==> src/rtl/seg7_bank.sv <==
// Bank of NUM_DIGITS active-low 7-segment digit registers with per-digit blink mask.
// Digits take either raw segments or a hex-decoded nibble; address 7 is the blink control register.
module seg7_bank #(
    parameter int NUM_DIGITS = 6,
    parameter int BLINK_DIV  = 25000000
) (
    input  logic                    Clock,
    input  logic                    Resetn,
    input  logic [7:0]              Data,
    input  logic [2:0]              Addr,
    input  logic                    Sel,
    output logic [7*NUM_DIGITS-1:0] H,
    output logic                    Ack,
    output logic                    Err
);

    localparam int            CW      = (BLINK_DIV > 1) ? $clog2(BLINK_DIV) : 1;
    localparam logic [CW-1:0] CNT_MAX = CW'(BLINK_DIV - 1);
    localparam logic [3:0]    NUMD    = 4'(NUM_DIGITS);

    typedef enum logic {
        VISIBLE = 1'b0,
        BLANK   = 1'b1
    } phase_t;

    logic [6:0]            digit_q [NUM_DIGITS];
    logic [NUM_DIGITS-1:0] bm_q;
    logic [CW-1:0]         cnt_q;
    phase_t                phase_q;

    logic       ctrl_wr;
    logic       digit_wr;
    logic       bad_wr;
    logic [6:0] wr_pattern;

    function automatic logic [6:0] hex7(input logic [3:0] v);
        case (v)
            4'h0: hex7 = 7'h3F;
            4'h1: hex7 = 7'h06;
            4'h2: hex7 = 7'h5B;
            4'h3: hex7 = 7'h4F;
            4'h4: hex7 = 7'h66;
            4'h5: hex7 = 7'h6D;
            4'h6: hex7 = 7'h7D;
            4'h7: hex7 = 7'h07;
            4'h8: hex7 = 7'h7F;
            4'h9: hex7 = 7'h6F;
            4'hA: hex7 = 7'h77;
            4'hB: hex7 = 7'h7C;
            4'hC: hex7 = 7'h39;
            4'hD: hex7 = 7'h5E;
            4'hE: hex7 = 7'h79;
            default: hex7 = 7'h71;
        endcase
    endfunction

    // Address 7 always means control, even when NUM_DIGITS reaches 8.
    always_comb begin
        ctrl_wr    = Sel && (Addr == 3'd7);
        digit_wr   = Sel && !ctrl_wr && ({1'b0, Addr} < NUMD);
        bad_wr     = Sel && !ctrl_wr && !digit_wr;
        wr_pattern = Data[7] ? hex7(Data[3:0]) : Data[6:0];
    end

    always_ff @(posedge Clock or negedge Resetn) begin
        if (!Resetn) begin
            for (int k = 0; k < NUM_DIGITS; k++) begin
                digit_q[k] <= '0;
            end
        end else begin
            for (int k = 0; k < NUM_DIGITS; k++) begin
                if (digit_wr && ({1'b0, Addr} == 4'(k))) begin
                    digit_q[k] <= wr_pattern;
                end
            end
        end
    end

    // A control write restarts the blink cycle, overriding a simultaneous wrap.
    always_ff @(posedge Clock or negedge Resetn) begin
        if (!Resetn) begin
            bm_q    <= '0;
            cnt_q   <= '0;
            phase_q <= VISIBLE;
        end else if (ctrl_wr) begin
            bm_q    <= Data[NUM_DIGITS-1:0];
            cnt_q   <= '0;
            phase_q <= VISIBLE;
        end else if (cnt_q == CNT_MAX) begin
            cnt_q   <= '0;
            phase_q <= (phase_q == VISIBLE) ? BLANK : VISIBLE;
        end else begin
            cnt_q   <= cnt_q + CW'(1);
        end
    end

    always_ff @(posedge Clock or negedge Resetn) begin
        if (!Resetn) begin
            Ack <= 1'b0;
            Err <= 1'b0;
        end else begin
            Ack <= digit_wr || ctrl_wr;
            Err <= bad_wr;
        end
    end

    always_comb begin
        H = '1;
        for (int k = 0; k < NUM_DIGITS; k++) begin
            if (!(bm_q[k] && (phase_q == BLANK))) begin
                H[7*k +: 7] = ~digit_q[k];
            end
        end
    end

endmodule
==> config.mk <==
export PLATFORM = sky130hd
export DESIGN_NAME = seg7_bank
export DESIGN_NICKNAME = d
export VERILOG_FILES = /design/src/rtl/seg7_bank.sv
export SDC_FILE = /design/constraint.sdc
export NUM_CORES = 1
export LEC_CHECK = 0
export BUFFER_PORTS_ARGS = -buffer_cell sky130_fd_sc_hd__buf_2
export CORE_AREA = 2 2 87 89
export CTS_CLUSTER_SIZE = 25
export DETAILED_ROUTE_END_ITERATION = 6
export DIE_AREA = 0 0 89 91
export PLACE_DENSITY_LB_ADDON = 0.1
export SLEW_MARGIN = 20
export SYNTH_ARGS = -nofsm -noshare
export SYNTH_HDL_FRONTEND = slang
export SYNTH_SLANG_ARGS = --single-unit
==> constraint.sdc <==
create_clock -name Clock -period 2.5 [get_ports Clock]
set_input_delay 0.5 -clock Clock [delete_from_list [all_inputs] [get_ports Clock]]
set_output_delay 0.5 -clock Clock [all_outputs]
set_load 0.03 [all_outputs]
==> flow_summary_export.csv <==
group,metric,value,unit
timing,tightest_slew,0.6040,ns
power_and_ir_drop,ir_drop,0.5510,mV
power_and_ir_drop,power,3.478,mW
placed_design,io_buffers,57,
clocking,post_cts_resized,0,
timing,finalSetupTns,0,ns
setup_path,cp-start-kind,"flip-flop",
setup_path,rr_endpoint,"cnt_q[20]",
setup_path,r2r.worst_path.cells,4,
drt,drc,0,
drt,dr.pass1.iters,4,
timing,timing.slew.headroom,59.43,%
clocking,cts_made_buffers,9,
drt,vias,2977,
layout,layout_commonest_cell,"nand2_1",
layout,area_delta_synth_final,17.76,%
yosys,ys_seq_area_share,52.32,%
power_and_ir_drop,p_leak,2.006,nW
setup_path,ff2ff_setup_slack,0.46,ns
run,maxCapViolCount,0,
die,dieHeight,91,um
setup_path,crit_arrival,2.31,ns
clocking,clock_path_buffers,2,
power_and_ir_drop,power.density,812.6,nW/um^2
yosys,synth-seq-cells,76,
layout,stdcell_count,564,
die,num_io_pins,58,
yosys,syn_nets,417,
setup_path,end_kind,"flip-flop",
setup_path,endpoint,"cnt_q[20]",
clocking,cts_tree,"yes",
layout,layout_common_cells,"nand2_1 (100), dfrtp_1 (76), buf_2 (57)",
global_routing,grt_overflow,0,
setup_path,worstSetupPathType,"flip-flop to flip-flop",
global_routing,grt_first_pass_wirelength,14020,um
layout,final_core_util,59.98,%
drt,dr.first_iter.drc_count,208,
clocking,clock_tree.root_cell,"clkbuf_8",
layout,layout.nets,482,
global_routing,antenna_found_initial,0,
clocking,h-tree-depth,3,
clocking,postCtsHoldBufs,0,
layout,drive_above_1_share,19.78,%
die,start_util,50.93,%
placed_design,post-dp-hpwl,5695,um
global_routing,grt_max_degree,77,
drt,wl_per_cell,14.28,um
yosys,ys_async_sr_fraction,100.0,%
placed_design,dp_cells,548,
yosys,syn_area,3635,um^2
layout,diodes,0,
timing,setup_viol,0,
global_routing,grt_pass1_vias,2837,
yosys,syn_inst,395,
yosys,synthDistinctLibCells,42,
placed_design,place_congestion,0.8587,
worst_hold_path,hold_path_class,"input pin to async pin",
clocking,clk_pin_slew_worst_paths,0.08,ns
die,row_count,31,
timing,period_needed,2.042,ns
timing,finalHoldViolations,0,
timing,period_share,81.67,%
setup_path,worstSetupStartpoint,"cnt_q[10]",
drt,wirelength,8056,um
clocking,post_cts_buffers,0,
yosys,synth_edf_count,0,
global_routing,grt_usage,22.09,%
clocking,clk_latency,0.34,ns
die,core,7137,um^2
timing,rsz0062_at_grt,"false",
drt,drt-vias-per-instance,5.278,
timing,fmax,0.4897,GHz
yosys,syn_area_per_cell,9.202,um^2
yosys,synth_ff_type,"dfrtp_1",
timing,final_max_slew_viol_count,0,
setup_path,path_max_fanout,10,
yosys,synth_warnings,0,
timing,fin_skew,0.007736,ns
clocking,numClockSinks,76,
setup_path,required,2.77,ns
drt,ant_nets,0,
die,dieArea,8099,um^2
run_status,status,"complete, no violations",
die,die_w,89,um
setup_path,worstReg2RegStart,"cnt_q[10]",
## cells in the mapped netlist (4+ instances only)
| cell type | number | share of area [%] |
|---|---|---|
| a21oi_1 | 22 | 3.0 |
| clkbuf_1 | 10 | 1.0 |
| dfrtp_1 | 76 | 52 |
| ha_1 | 8 | 2.8 |
| inv_1 | 6 | 0.62 |
| mux2_2 | 7 | 2.2 |
| mux2i_1 | 6 | 1.7 |
| nand2_1 | 100 | 10 |
| nand3_1 | 13 | 1.8 |
| nand4_1 | 7 | 1.2 |
| nor2_1 | 26 | 2.7 |
| nor2b_1 | 4 | 0.69 |
| nor3_1 | 6 | 0.83 |
| nor4_1 | 4 | 0.69 |
| o21ai_0 | 43 | 5.9 |
| o31ai_1 | 5 | 1.0 |
| or4_1 | 7 | 1.4 |
| xnor2_1 | 6 | 1.4 |
| xor2_1 | 6 | 1.4 |
## state kept, by name (all words and copies together) (netlist names)
| name | count |
|---|---|
| digit_q | 42 |
| Err | 1 |
| Ack | 1 |
| cnt_q | 25 |
| bm_q | 6 |
| phase_q | 1 |
## cell families (layout without fill, tap and decap cells)
| family | after synthesis | in the layout | synth area share [%] |
|---|---|---|---|
| simple gates | 189 | 189 | 24.51 |
| compound gates | 79 | 79 | 11.81 |
| flops | 76 | 76 | 52.32 |
| buf+inv | 18 | 88 | 1.893 |
| mux | 13 | 13 | 3.821 |
| xor+xnor | 12 | 12 | 2.892 |
| fa+ha+maj | 8 | 8 | 2.754 |
## worst max-delay path: stages (launching register included)
cell     delay, ns
dfrtp_1       0.44
nand3_1       0.20
or4_1         0.67
or4_1         0.51
a21oi_1       0.15
## report_power, final
| group | switching (mW) | leakage, nW | internal [mW] |
|---|---|---|---|
| logic | 0.654 | 0.941 | 0.297 |
| clock network | 0.429 | 0.104 | 0.519 |
| registers | 0.139 | 0.962 | 1.44 |
## how the worst min path moves through the flow
stage                     slack, ns        start     endpoint  cells past startpoint
after floorplan                0.20       Resetn          Ack                      0
after global placement         0.46  digit_q[17]  digit_q[17]                      2
after detailed placement       0.47  digit_q[19]  digit_q[19]                      2
after CTS                      0.20       Resetn     cnt_q[8]                      2
after global routing           0.21       Resetn    cnt_q[21]                      2
final                          0.18       Resetn    cnt_q[21]                      2
## cell type report
class                   count  area (um^2)
fillers                   685         2856
flip-flops and latches     76         1902
multi-input cells         301         1664
repair buffers             66        365.4
clock buffers              13        158.9
well taps                  99        123.9
clock inverters             3        43.79
inverters                   6        22.52
## layer usage
metal	track usage (%)	part of all wire [%]
met1	36.45	53
met4	7.214	1.0
met2	29.48	41
met5	0	0
met3	3.273	4.4
## metrics by stage
| stage | instance area (um^2) | worst slack [ns] | hold WS [ns] |
|---|---|---|---|
| 2_1_floorplan | 3635 | 0.6450 | 0.2044 |
| 3_3_place_gp | 4078 | 0.4013 | 0.4618 |
| 3_5_place_dp | 4078 | 0.3417 | 0.4699 |
| 4_1_cts | 4280 | 0.4640 | 0.1996 |
| 5_1_grt | 4280 | 0.2903 | 0.2144 |
| 6_report | 4280 | 0.4581 | 0.1759 |
No activity file was read; power rests on OpenSTA's default activity.
